File: src/rtl/mem_arbiter_pkg.sv
// ---------------------------------------------------------------------------
// common -- shared types for the memory arbiter slice.
//   pptr_t       physical line address
//   cacheline_t  one cache line of data
//   arb_state_t  arbiter FSM state (IDLE / WAIT)
//   owner_t      which cache owns an outstanding read (also the rr pointer)
//   MEM_TIMEOUT  default number of WAIT cycles before a read is abandoned
// ---------------------------------------------------------------------------
package common;
   localparam int PADDR_W     = 32;
   localparam int LINE_W      = 128;
   localparam int MEM_TIMEOUT = 64;

   typedef logic [PADDR_W-1:0] pptr_t;
   typedef logic [LINE_W-1:0]  cacheline_t;

   typedef enum logic {IDLE = 1'b0, WAIT = 1'b1} arb_state_t;
   typedef enum logic {OWN_I = 1'b0, OWN_D = 1'b1} owner_t;
endpackage

File: src/rtl/mem_arbiter_if.sv
// ---------------------------------------------------------------------------
// mem_arbiter_if -- bundles the i-cache, d-cache and memory buses.
//   slave  : arbiter view (cache requests and memory responses in,
//            cache fills, ready flags and memory requests out)
//   master : environment view (the opposite directions)
// ---------------------------------------------------------------------------
interface mem_arbiter_if;
   import common::*;

   logic       icache_req_ren;
   pptr_t      icache_req_raddr;
   logic       icache_req_ready;
   logic       icache_rec_en;
   pptr_t      icache_rec_addr;
   cacheline_t icache_rec_cacheline;

   logic       dcache_req_ren;
   pptr_t      dcache_req_raddr;
   logic       dcache_req_wen;
   pptr_t      dcache_req_waddr;
   cacheline_t dcache_req_wcacheline;
   logic       dcache_req_ready;
   logic       dcache_rec_en;
   pptr_t      dcache_rec_addr;
   cacheline_t dcache_rec_cacheline;

   logic       mem_req_ren;
   pptr_t      mem_req_raddr;
   logic       mem_req_wen;
   pptr_t      mem_req_waddr;
   cacheline_t mem_req_wcacheline;
   logic       mem_rec_en;
   pptr_t      mem_rec_addr;
   cacheline_t mem_rec_cacheline;

   modport slave (
      input  icache_req_ren, icache_req_raddr,
      output icache_req_ready, icache_rec_en, icache_rec_addr, icache_rec_cacheline,
      input  dcache_req_ren, dcache_req_raddr, dcache_req_wen, dcache_req_waddr,
             dcache_req_wcacheline,
      output dcache_req_ready, dcache_rec_en, dcache_rec_addr, dcache_rec_cacheline,
      output mem_req_ren, mem_req_raddr, mem_req_wen, mem_req_waddr, mem_req_wcacheline,
      input  mem_rec_en, mem_rec_addr, mem_rec_cacheline
   );

   modport master (
      output icache_req_ren, icache_req_raddr,
      input  icache_req_ready, icache_rec_en, icache_rec_addr, icache_rec_cacheline,
      output dcache_req_ren, dcache_req_raddr, dcache_req_wen, dcache_req_waddr,
             dcache_req_wcacheline,
      input  dcache_req_ready, dcache_rec_en, dcache_rec_addr, dcache_rec_cacheline,
      input  mem_req_ren, mem_req_raddr, mem_req_wen, mem_req_waddr, mem_req_wcacheline,
      output mem_rec_en, mem_rec_addr, mem_rec_cacheline
   );
endinterface

File: src/rtl/mem_arbiter_req_slot.sv
// ---------------------------------------------------------------------------
// req_slot -- one pending-request register: a valid flag plus a payload.
//   clk, rst   clock, synchronous active-low reset
//   i_capture  load i_data and set valid
//   i_clear    drop the held request
//   i_data     payload to capture (address, or address and line)
//   o_valid    slot holds a request
//   o_data     held payload
// ---------------------------------------------------------------------------
module req_slot #(
   parameter int W = 32
) (
   input  logic         clk,
   input  logic         rst,
   input  logic         i_capture,
   input  logic         i_clear,
   input  logic [W-1:0] i_data,
   output logic         o_valid,
   output logic [W-1:0] o_data
);
   logic         r_valid;
   logic [W-1:0] r_data;

   always_ff @(posedge clk) begin
      if (!rst) begin
         r_valid <= 1'b0;
         r_data  <= '0;
      end else if (i_clear) begin
         r_valid <= 1'b0;
      end else if (i_capture) begin
         r_valid <= 1'b1;
         r_data  <= i_data;
      end
   end

   assign o_valid = r_valid;
   assign o_data  = r_data;
endmodule

File: src/rtl/mem_arbiter.sv
// ---------------------------------------------------------------------------
// mem_arbiter -- shares one memory port between an i-cache and a d-cache.
//   clk, rst     clock, synchronous active-low reset
//   bus          mem_arbiter_if.slave: cache requests/fills, memory req/resp
//   err_timeout  one-cycle pulse when an outstanding read is abandoned
// Writebacks win outright; reads alternate between caches and hold the
// memory port until the matching response arrives or TIMEOUT expires.
// ---------------------------------------------------------------------------
module mem_arbiter
   import common::*;
#(
   parameter int TIMEOUT = MEM_TIMEOUT
) (
   input  logic         clk,
   input  logic         rst,
   mem_arbiter_if.slave bus,
   output logic         err_timeout
);
   localparam int CW = (TIMEOUT > 1) ? $clog2(TIMEOUT) : 1;
   localparam logic [CW-1:0] CNT_LAST = CW'(TIMEOUT - 1);

   // slot wires
   logic  w_i_valid, w_dr_valid, w_dw_valid;
   logic  w_i_cap, w_dr_cap, w_dw_cap;
   logic  w_i_clr, w_dr_clr, w_dw_clr;
   pptr_t w_i_addr, w_dr_addr, w_dw_addr;
   cacheline_t w_dw_line;
   logic [PADDR_W+LINE_W-1:0] w_dw_data;

   // FSM and registered outputs
   arb_state_t r_state, w_state_next;
   owner_t     r_rr, w_rr_next, r_owner, w_owner_next;
   pptr_t      r_addr, w_addr_next;
   logic [CW-1:0] r_cnt, w_cnt_next;
   logic       r_mem_ren, w_mem_ren_next, r_mem_wen, w_mem_wen_next;
   pptr_t      r_mem_raddr, w_mem_raddr_next, r_mem_waddr, w_mem_waddr_next;
   cacheline_t r_mem_wline, w_mem_wline_next;
   logic       r_irec_en, w_irec_en_next, r_drec_en, w_drec_en_next;
   pptr_t      r_irec_addr, w_irec_addr_next, r_drec_addr, w_drec_addr_next;
   cacheline_t r_irec_line, w_irec_line_next, r_drec_line, w_drec_line_next;
   logic       r_err, w_err_next;
   logic       w_pick_i, w_match;

   // Ready is purely slot occupancy; the d-cache port has a single ready
   // so a read and a writeback can be offered together.
   assign bus.icache_req_ready = !w_i_valid;
   assign bus.dcache_req_ready = !w_dr_valid && !w_dw_valid;

   assign w_i_cap  = bus.icache_req_ren && !w_i_valid;
   assign w_dr_cap = bus.dcache_req_ren && bus.dcache_req_ready;
   assign w_dw_cap = bus.dcache_req_wen && bus.dcache_req_ready;

   req_slot #(.W(PADDR_W)) u_i_slot (
      .clk(clk), .rst(rst), .i_capture(w_i_cap), .i_clear(w_i_clr),
      .i_data(bus.icache_req_raddr), .o_valid(w_i_valid), .o_data(w_i_addr));

   req_slot #(.W(PADDR_W)) u_dr_slot (
      .clk(clk), .rst(rst), .i_capture(w_dr_cap), .i_clear(w_dr_clr),
      .i_data(bus.dcache_req_raddr), .o_valid(w_dr_valid), .o_data(w_dr_addr));

   req_slot #(.W(PADDR_W + LINE_W)) u_dw_slot (
      .clk(clk), .rst(rst), .i_capture(w_dw_cap), .i_clear(w_dw_clr),
      .i_data({bus.dcache_req_waddr, bus.dcache_req_wcacheline}),
      .o_valid(w_dw_valid), .o_data(w_dw_data));

   assign {w_dw_addr, w_dw_line} = w_dw_data;

   assign w_match = bus.mem_rec_en && (bus.mem_rec_addr == r_addr);

   always_comb begin
      w_state_next     = r_state;
      w_rr_next        = r_rr;
      w_owner_next     = r_owner;
      w_addr_next      = r_addr;
      w_cnt_next       = r_cnt;
      w_mem_ren_next   = 1'b0;
      w_mem_raddr_next = r_mem_raddr;
      w_mem_wen_next   = 1'b0;
      w_mem_waddr_next = r_mem_waddr;
      w_mem_wline_next = r_mem_wline;
      w_irec_en_next   = 1'b0;
      w_irec_addr_next = r_irec_addr;
      w_irec_line_next = r_irec_line;
      w_drec_en_next   = 1'b0;
      w_drec_addr_next = r_drec_addr;
      w_drec_line_next = r_drec_line;
      w_err_next       = 1'b0;
      w_i_clr          = 1'b0;
      w_dr_clr         = 1'b0;
      w_dw_clr         = 1'b0;
      w_pick_i         = 1'b0;

      case (r_state)
         IDLE: begin
            if (w_dw_valid) begin
               // Writes need no response, so the FSM stays in IDLE.
               w_mem_wen_next   = 1'b1;
               w_mem_waddr_next = w_dw_addr;
               w_mem_wline_next = w_dw_line;
               w_dw_clr         = 1'b1;
            end else if (w_i_valid || w_dr_valid) begin
               w_pick_i         = w_i_valid && (!w_dr_valid || r_rr == OWN_I);
               w_owner_next     = w_pick_i ? OWN_I : OWN_D;
               w_addr_next      = w_pick_i ? w_i_addr : w_dr_addr;
               w_mem_ren_next   = 1'b1;
               w_mem_raddr_next = w_addr_next;
               w_rr_next        = (r_rr == OWN_I) ? OWN_D : OWN_I;
               w_cnt_next       = '0;
               w_state_next     = WAIT;
            end
         end
         WAIT: begin
            // A matching response beats the timeout in the same cycle.
            if (w_match) begin
               if (r_owner == OWN_I) begin
                  w_irec_en_next   = 1'b1;
                  w_irec_addr_next = r_addr;
                  w_irec_line_next = bus.mem_rec_cacheline;
                  w_i_clr          = 1'b1;
               end else begin
                  w_drec_en_next   = 1'b1;
                  w_drec_addr_next = r_addr;
                  w_drec_line_next = bus.mem_rec_cacheline;
                  w_dr_clr         = 1'b1;
               end
               w_state_next = IDLE;
            end else if (r_cnt == CNT_LAST) begin
               w_err_next   = 1'b1;
               w_i_clr      = (r_owner == OWN_I);
               w_dr_clr     = (r_owner == OWN_D);
               w_state_next = IDLE;
            end else begin
               w_cnt_next = r_cnt + CW'(1);
            end
         end
         default: w_state_next = IDLE;
      endcase
   end

   always_ff @(posedge clk) begin
      if (!rst) begin
         r_state     <= IDLE;
         r_rr        <= OWN_I;
         r_owner     <= OWN_I;
         r_addr      <= '0;
         r_cnt       <= '0;
         r_mem_ren   <= 1'b0;
         r_mem_raddr <= '0;
         r_mem_wen   <= 1'b0;
         r_mem_waddr <= '0;
         r_mem_wline <= '0;
         r_irec_en   <= 1'b0;
         r_irec_addr <= '0;
         r_irec_line <= '0;
         r_drec_en   <= 1'b0;
         r_drec_addr <= '0;
         r_drec_line <= '0;
         r_err       <= 1'b0;
      end else begin
         r_state     <= w_state_next;
         r_rr        <= w_rr_next;
         r_owner     <= w_owner_next;
         r_addr      <= w_addr_next;
         r_cnt       <= w_cnt_next;
         r_mem_ren   <= w_mem_ren_next;
         r_mem_raddr <= w_mem_raddr_next;
         r_mem_wen   <= w_mem_wen_next;
         r_mem_waddr <= w_mem_waddr_next;
         r_mem_wline <= w_mem_wline_next;
         r_irec_en   <= w_irec_en_next;
         r_irec_addr <= w_irec_addr_next;
         r_irec_line <= w_irec_line_next;
         r_drec_en   <= w_drec_en_next;
         r_drec_addr <= w_drec_addr_next;
         r_drec_line <= w_drec_line_next;
         r_err       <= w_err_next;
      end
   end

   assign bus.mem_req_ren          = r_mem_ren;
   assign bus.mem_req_raddr        = r_mem_raddr;
   assign bus.mem_req_wen          = r_mem_wen;
   assign bus.mem_req_waddr        = r_mem_waddr;
   assign bus.mem_req_wcacheline   = r_mem_wline;
   assign bus.icache_rec_en        = r_irec_en;
   assign bus.icache_rec_addr      = r_irec_addr;
   assign bus.icache_rec_cacheline = r_irec_line;
   assign bus.dcache_rec_en        = r_drec_en;
   assign bus.dcache_rec_addr      = r_drec_addr;
   assign bus.dcache_rec_cacheline = r_drec_line;
   assign err_timeout              = r_err;
endmodule

File: src/flat_wrapper.sv
// flat-port wrapper written by rule: the top's interface ports become plain ports
module mem_arbiter_flat import common::*;
#(
   parameter int TIMEOUT = MEM_TIMEOUT
)
  (clk, rst, err_timeout, bus_icache_req_ren, bus_icache_req_raddr, bus_icache_req_ready, bus_icache_rec_en, bus_icache_rec_addr, bus_icache_rec_cacheline, bus_dcache_req_ren, bus_dcache_req_raddr, bus_dcache_req_wen, bus_dcache_req_waddr, bus_dcache_req_wcacheline, bus_dcache_req_ready, bus_dcache_rec_en, bus_dcache_rec_addr, bus_dcache_rec_cacheline, bus_mem_req_ren, bus_mem_req_raddr, bus_mem_req_wen, bus_mem_req_waddr, bus_mem_req_wcacheline, bus_mem_rec_en, bus_mem_rec_addr, bus_mem_rec_cacheline);
  mem_arbiter_if bus_i ();
  input  logic clk;
  input  logic rst;
  output logic err_timeout;
  input wire logic [$bits(bus_i.icache_req_ren)-1:0] bus_icache_req_ren;
  input wire logic [$bits(bus_i.icache_req_raddr)-1:0] bus_icache_req_raddr;
  output wire logic [$bits(bus_i.icache_req_ready)-1:0] bus_icache_req_ready;
  output wire logic [$bits(bus_i.icache_rec_en)-1:0] bus_icache_rec_en;
  output wire logic [$bits(bus_i.icache_rec_addr)-1:0] bus_icache_rec_addr;
  output wire logic [$bits(bus_i.icache_rec_cacheline)-1:0] bus_icache_rec_cacheline;
  input wire logic [$bits(bus_i.dcache_req_ren)-1:0] bus_dcache_req_ren;
  input wire logic [$bits(bus_i.dcache_req_raddr)-1:0] bus_dcache_req_raddr;
  input wire logic [$bits(bus_i.dcache_req_wen)-1:0] bus_dcache_req_wen;
  input wire logic [$bits(bus_i.dcache_req_waddr)-1:0] bus_dcache_req_waddr;
  input wire logic [$bits(bus_i.dcache_req_wcacheline)-1:0] bus_dcache_req_wcacheline;
  output wire logic [$bits(bus_i.dcache_req_ready)-1:0] bus_dcache_req_ready;
  output wire logic [$bits(bus_i.dcache_rec_en)-1:0] bus_dcache_rec_en;
  output wire logic [$bits(bus_i.dcache_rec_addr)-1:0] bus_dcache_rec_addr;
  output wire logic [$bits(bus_i.dcache_rec_cacheline)-1:0] bus_dcache_rec_cacheline;
  output wire logic [$bits(bus_i.mem_req_ren)-1:0] bus_mem_req_ren;
  output wire logic [$bits(bus_i.mem_req_raddr)-1:0] bus_mem_req_raddr;
  output wire logic [$bits(bus_i.mem_req_wen)-1:0] bus_mem_req_wen;
  output wire logic [$bits(bus_i.mem_req_waddr)-1:0] bus_mem_req_waddr;
  output wire logic [$bits(bus_i.mem_req_wcacheline)-1:0] bus_mem_req_wcacheline;
  input wire logic [$bits(bus_i.mem_rec_en)-1:0] bus_mem_rec_en;
  input wire logic [$bits(bus_i.mem_rec_addr)-1:0] bus_mem_rec_addr;
  input wire logic [$bits(bus_i.mem_rec_cacheline)-1:0] bus_mem_rec_cacheline;
  assign bus_i.icache_req_ren = bus_icache_req_ren;
  assign bus_i.icache_req_raddr = bus_icache_req_raddr;
  assign bus_icache_req_ready = bus_i.icache_req_ready;
  assign bus_icache_rec_en = bus_i.icache_rec_en;
  assign bus_icache_rec_addr = bus_i.icache_rec_addr;
  assign bus_icache_rec_cacheline = bus_i.icache_rec_cacheline;
  assign bus_i.dcache_req_ren = bus_dcache_req_ren;
  assign bus_i.dcache_req_raddr = bus_dcache_req_raddr;
  assign bus_i.dcache_req_wen = bus_dcache_req_wen;
  assign bus_i.dcache_req_waddr = bus_dcache_req_waddr;
  assign bus_i.dcache_req_wcacheline = bus_dcache_req_wcacheline;
  assign bus_dcache_req_ready = bus_i.dcache_req_ready;
  assign bus_dcache_rec_en = bus_i.dcache_rec_en;
  assign bus_dcache_rec_addr = bus_i.dcache_rec_addr;
  assign bus_dcache_rec_cacheline = bus_i.dcache_rec_cacheline;
  assign bus_mem_req_ren = bus_i.mem_req_ren;
  assign bus_mem_req_raddr = bus_i.mem_req_raddr;
  assign bus_mem_req_wen = bus_i.mem_req_wen;
  assign bus_mem_req_waddr = bus_i.mem_req_waddr;
  assign bus_mem_req_wcacheline = bus_i.mem_req_wcacheline;
  assign bus_i.mem_rec_en = bus_mem_rec_en;
  assign bus_i.mem_rec_addr = bus_mem_rec_addr;
  assign bus_i.mem_rec_cacheline = bus_mem_rec_cacheline;
  mem_arbiter #(.TIMEOUT(TIMEOUT)) u_core (.clk(clk), .rst(rst), .bus(bus_i), .err_timeout(err_timeout));
endmodule
File: config.mk
export PLATFORM = sky130hd
export DESIGN_NAME = mem_arbiter_flat
export DESIGN_NICKNAME = d
export VERILOG_FILES = /design/src/rtl/mem_arbiter_pkg.sv /design/src/rtl/mem_arbiter_if.sv /design/src/rtl/mem_arbiter_req_slot.sv /design/src/rtl/mem_arbiter.sv /design/src/flat_wrapper.sv
export SDC_FILE = /design/constraint.sdc
export NUM_CORES = 1
export LEC_CHECK = 0
export CORE_AREA = 3 3 348 350
export CTS_BUF_LIST = sky130_fd_sc_hd__clkbuf_2
export CTS_CLUSTER_DIAMETER = 40
export DETAILED_ROUTE_END_ITERATION = 8
export DIE_AREA = 0 0 351 353
export GPL_TIMING_DRIVEN = 0
export PLACE_DENSITY = 0.57
export SYNTH_ARGS = -nofsm -noshare
export SYNTH_HDL_FRONTEND = slang
export SYNTH_HIERARCHICAL = 1
export SYNTH_SLANG_ARGS = --single-unit
File: constraint.sdc
create_clock -name clk -period 4.7 [get_ports clk]
set_input_delay 0.47 -clock clk [delete_from_list [all_inputs] [get_ports clk]]
set_output_delay 0.47 -clock clk [all_outputs]
set_load 0.01 [all_outputs]
* After elaboration in Yosys (flattened, before gate mapping)
Cells that the tools add are included.
Operators by class: $add $sub $neg 1, equality and inequality tests 6, multiplexer cells 24, bitwise operators 8, reduce and logical (&&, ||, !) cells 25
Operators by type and width (number):
- 32-bit == test | 1
- 32-bit 2-to-1 mux | 1
- 6-bit 2-to-1 mux | 4
- 1-bit 2-to-1 mux | 17
- 6-bit case mux with 2 select lines | 1
- 3-bit AND reduction | 4
- 1-bit NOT | 8
- 2-bit AND reduction | 4
- 2-bit OR reduction | 4
- 6-bit by 1-bit adder with 6-bit output, second input constant | 1
- 6-bit == test, second input constant | 1
- 1-bit logical AND | 6
- 2-bit != test, second input constant | 3
- 4-bit AND reduction | 1
- 1-bit zero test | 3
- 3-bit OR reduction | 1
- 1-bit logical OR | 2
- 2-bit by 1-bit != test with 1-bit output, second input constant | 1
- 1-bit case mux with 2 select lines | 1
Word-level totals: register bits after elaboration 753, input bits 390, output and inout port bits 519, logic and storage cells 86

* Depth between registers and ports, before layout
word-level depth 6, gate-level depth with buffers 10, gate-level depth less buffers 8

* Modules after synthesis
The synthesis kept the hierarchy.
Modules (own cells, without submodules):
- mem_arbiter | times used 1, cells each 2372, area each 19357.3 sq um, seq. area each 10530.1 sq um
- req_slot at u_core.u_dw_slot | times used 1, cells each 698, area each 6448.7 sq um, seq. area each 3223.1 sq um
- req_slot at u_core.u_dr_slot ... | times used 2, cells each 143, area each 1353.8 sq um, seq. area each 660.6 sq um

* Least setup slack after synthesis
No wires, ideal clock.
kind input port to flip-flop, start point input port bus_mem_rec_addr[1], end point register u_core.r_irec_line[58], in the netlist u_core/bus.icache_rec_cacheline[58], library setup time 0.128 ns, data arrival time 2.333 ns, setup slack 2.240 ns, stages 10, path buffers 4, cells stage by stage xnor2_1 -> nand2_1 -> or4_1 -> or4b_1 -> buf_2 -> buf_6 -> buf_6 -> buf_6 -> nand3_2 -> o21ai_1
Between the ends: word-level cells in the longest chain between the ends 3
Ends and longest elaborated chain:
- start: declaration | line flat_wrapper.sv:32 | input wire logic [$bits(bus_i.mem_rec_addr)-1:0] bus_mem_rec_addr;
- 32-bit == test | line mem_arbiter.sv:68 | assign w_match = bus.mem_rec_en && (bus.mem_rec_addr == r_addr);
- 1-bit logical AND | line mem_arbiter.sv:68
- 3-bit AND reduction (no line)
- end signal: assignment | line mem_arbiter.sv:172 | r_irec_line <= w_irec_line_next;
- end: declaration | line mem_arbiter.sv:40 | cacheline_t r_irec_line, w_irec_line_next, r_drec_line, w_drec_line_next;
Every way passes these cells. A chain may end at the register's enable or synchronous reset.

==> impl_metrics.tcl <==
set metrics [dict create \
    hold_class "in -> reg" \
    netlist_area_sq_um 28500 \
    nets 5616 \
    cts.sinks 753 \
    core_region_area_sq_um 118000 \
    drt_drc_violations_left 0 \
    via_per_inst 4.52 \
    tns_ns 0 \
    clock_path_buffers 3 \
    post-route-util_pct 41.6 \
    synth_simple_gate_area_share_pct 22.2 \
    drive_gt1_share_pct 9.58 \
    maxSlewViolCount 0 \
    dp_cells 5799 \
    finalClockSkew_ns 0.128 \
    synthesis.instances 3356 \
    async_reset_ff_share_pct 0 \
    layout.filler_cells 11800 \
    synth_top_family_by_area "simple AND/OR/NAND/NOR gates" \
    min_from "bus_dcache_req_wcacheline[3]" \
    flip_flop_and_latch_area_sq_um 15100 \
    finalWirelength_um 143000 \
    multi_input_comb_area_sq_um 12000 \
    post-route-worst-setup-slack_ns 0.117 \
    run_status "finished clean" \
    routed.top_layer "met5" \
    hold_path_end "u_core/u_dw_slot/o_data[3]" \
    detailedRoute.firstIterationViolations 1927 \
    finish.cell_count_without_fillers 6962 \
    clk_pin_slew_worst_paths_ns 0.10 \
    design.die.area_sq_um 124000 \
    required_ns 6.04 \
    cts-htree-levels 4 \
    synth.lib_cells_used.distinct 44 \
    grt_first_pass_wirelength_um 205000 \
    count_of_state_elements_after_synthesis 753 \
    synth_top_cell_area_share_pct 52.9 \
    rr_worst_depth 13 \
    timing.final.hold_violations 0 \
    num_vias 31500 \
    route.antenna.remaining_nets 0 \
    synthMuxAreaShare_pct 8.99 \
    met1Wirelength_um 53800 \
    dp_hpwl_um 105000 \
    synth_enable_flop_cells 0 \
    initial_core_util_pct 24.1 \
    die-width_um 351 \
    drt-wirelength-per-cell_um 20.5 \
    timing.max_slew.rel_slack_pct 6.57 \
    place.gp.congestion 0.950 \
    worstReg2RegStart "u_core/bus.mem_req_raddr[30]" \
    syn_to_layout_area_delta_pct 72.3 \
    synth.cells.most_frequent "1260 x sky130_fd_sc_hd__nand2_1, 753 x sky130_fd_sc_hd__dfxtp_1, 323 x sky130_fd_sc_hd__a21oi_1, 256 x sky130_fd_sc_hd__mux2i_1, 147 x sky130_fd_sc_hd__clkbuf_1" \
    avgSynthCellArea_sq_um 8.50 \
    worst_ir_drop_on_vdd_uv 210 \
    synth_xor_xnor_area_share_pct 1.01 \
    timing.max_cap.violations 0 \
    crit_fanout 10 \
    yosys_warnings 6 \
    max_clock_freq_mhz 218 \
    cts-buffers-inserted 205 \
    floorplan.die.height_um 353 \
    global_route.overflow_total 0 \
    grt_util_all_layers_pct 22.1 \
    port-buffer-count 907 \
    min_period_ns 4.58 \
    rrSetupSlack_ns 0.12 \
    clock_latency_late_sink_ns 1.56 \
    final-setup-viol-count 0 \
    worst_setup_path_start_kind "flip-flop" \
    ys.flop_type "sky130_fd_sc_hd__dfxtp_1" \
    yosys.area_share.adder_pct 0.0439 \
    num_io_pins 909 \
    count_of_standard_cell_rows 126 \
    final_min_period_over_clock_period_pct 97.5 \
    regToRegEndpoint "u_core/u_i_slot/o_data[29]" \
    pin_count_of_the_biggest_net_entering_global_routing 19 \
    wl_met2_um 69900 \
    crit_type "reg -> reg" \
    worst_hold_path.num_cells 4 \
    clk_root_buffer_cell "sky130_fd_sc_hd__clkbuf_2" \
    preCtsSetupSlack_ns -0.313 \
    cts.repair_timing.setup_buffer_count 0 \
    critical_path.endpoint_type "flip-flop" \
    most_frequent_cell_after_synthesis "sky130_fd_sc_hd__nand2_1" \
    area_fraction_in_compound_gates_after_synthesis_pct 9.73 \
    synth.area.top_cells "sky130_fd_sc_hd__dfxtp_1 53%, sky130_fd_sc_hd__nand2_1 17%, sky130_fd_sc_hd__mux2i_1 9.0%" \
    synth_sequential_area_ratio_pct 52.9 \
    cts_tree "built" \
    worstPathArrival_ns 5.92 \
    yosysTopAreaCell "sky130_fd_sc_hd__dfxtp_1" \
    power-per-cell-area_nw_per_um2 292 \
    detail_route_met3_wl_um 12100 \
    first_global_vias 32300 \
    static-leakage-power_nw 18.2 \
    worst-slew-pin-transition_ns 1.40 \
    synth_nets 3747 \
    grt_antenna_before_repair 42 \
    worst_hold_slack_ns 0.213 \
    detail_route.first_pass.iterations 5 \
]
critical path, cell delays in order, from the launching register on:
cell,delay (ns)
sky130_fd_sc_hd__dfxtp_1,0.58
sky130_fd_sc_hd__xnor2_1,0.17
sky130_fd_sc_hd__nand2_1,0.07
sky130_fd_sc_hd__dlygate4sd3_1,0.59
sky130_fd_sc_hd__or4_1,0.58
sky130_fd_sc_hd__dlygate4sd3_1,0.63
sky130_fd_sc_hd__nor3_2,0.31
sky130_fd_sc_hd__a31oi_1,0.12
sky130_fd_sc_hd__nor2b_1,0.34
sky130_fd_sc_hd__nor2b_4,0.07
sky130_fd_sc_hd__buf_6,0.16
sky130_fd_sc_hd__buf_12,0.15
sky130_fd_sc_hd__mux2i_1,0.11
sky130_fd_sc_hd__dlygate4sd3_1,0.56
cell type report:
class | count | share of cell area [%]
Tap cell | 1536 | 3.91
Sequential cell | 753 | 30.7
Timing Repair Buffer | 1662 | 33.9
Multi-Input combinational cell | 2330 | 24.4
Inverter | 4 | 0.0306
Buffer | 269 | 2.99
Clock inverter | 63 | 0.861
Antenna cell | 37 | 0.188
Clock buffer | 308 | 3.14
per-stage QoR:
stage	instance area (sq um)	power, W
after floorplan	28500	0.00788
after global placement	39500	0.00888
after detailed placement	39500	0.00889
after CTS	49000	0.0145
after global routing	49100	0.0150
final	49100	0.0143
power breakdown:
part	internal (W)	switching, W	total (W)
clock	0.00198	0.00303	0.00502
sequential	0.00664	0.000260	0.00690
combinational	0.00128	0.00114	0.00243
total	0.00991	0.00443	0.0143
layout by cell type (no fill, tap or decap), types with 24 or more instances in the layout:
master / n
sky130_fd_sc_hd__dfxtp_1: 753
sky130_fd_sc_hd__nand3_1: 107
sky130_fd_sc_hd__o21ai_1: 100
sky130_fd_sc_hd__clkdlybuf4s50_1: 907
sky130_fd_sc_hd__a21oi_1: 323
sky130_fd_sc_hd__clkbuf_1: 147
sky130_fd_sc_hd__o21ai_0: 60
sky130_fd_sc_hd__a211oi_1: 34
sky130_fd_sc_hd__nor2_1: 44
sky130_fd_sc_hd__clkbuf_2: 308
sky130_fd_sc_hd__nand3_2: 60
sky130_fd_sc_hd__xor2_1: 24
sky130_fd_sc_hd__clkinv_1: 38
sky130_fd_sc_hd__diode_2: 37
sky130_fd_sc_hd__dlygate4sd3_1: 755
sky130_fd_sc_hd__nand2_1: 1260
sky130_fd_sc_hd__buf_2: 71
sky130_fd_sc_hd__mux2i_1: 256
flip-flops by register name (all words and copies together), names as in the netlist, 6 cells and up:
signal / flops
u_core/bus.dcache_rec_addr: 32
u_core/bus.mem_req_waddr: 32
u_core/bus.mem_req_raddr: 32
u_core/bus.mem_req_wcacheline: 128
u_core/bus.dcache_rec_cacheline: 128
u_core/u_i_slot/o_data: 32
u_core/r_cnt: 6
u_core/bus.icache_rec_cacheline: 128
u_core/bus.icache_rec_addr: 32
u_core/u_dr_slot/o_data: 32
u_core/u_dw_slot/o_data: 160
timing repair:
action,CTS,global route
endpoints found under the hold margin,569,0
resized for setup,0,2
hold buffers,755,0
endpoints found under the setup margin,0,46
worst max path at each step:
stage | from | endpoint | slack [ns] | depth (start not counted)
2_1_floorplan | bus_mem_rec_addr[1] | u_core/bus.icache_rec_cacheline[58] | 2.24 | 10
3_3_place_gp | bus_mem_rec_addr[0] | u_core/bus.dcache_rec_cacheline[118] | -0.31 | 9
3_5_place_dp | bus_mem_rec_addr[0] | u_core/bus.dcache_rec_cacheline[118] | -0.31 | 9
4_1_cts | u_core/bus.mem_req_raddr[0] | u_core/bus.dcache_rec_cacheline[103] | 0.05 | 8
5_1_grt | u_core/bus.mem_req_raddr[30] | u_core/u_dr_slot/o_data[29] | -0.01 | 13
6_report | u_core/bus.mem_req_raddr[30] | u_core/u_i_slot/o_data[29] | 0.12 | 13
cells by family (layout without fill, tap and decap cells):
logic type | Yosys count | after routing
AND/OR/NAND/NOR | 1510 | 1510
multiplexers | 256 | 256
AO/OA/AOI/OAI | 530 | 530
other | 0 | 37
buffers and inverters | 273 | 2306
flip-flops | 753 | 753
adder cells (fa/ha/maj) | 1 | 1
XOR/XNOR | 33 | 33
routing by layer:
metal,global-route usage [%],vias to the layer above
met4,11.3,6
li1,-,14900
met5,0,-
met1,23.8,14900
met3,7.43,355
met2,38.4,1265
Note: power is estimated with default switching activity, not from simulation.
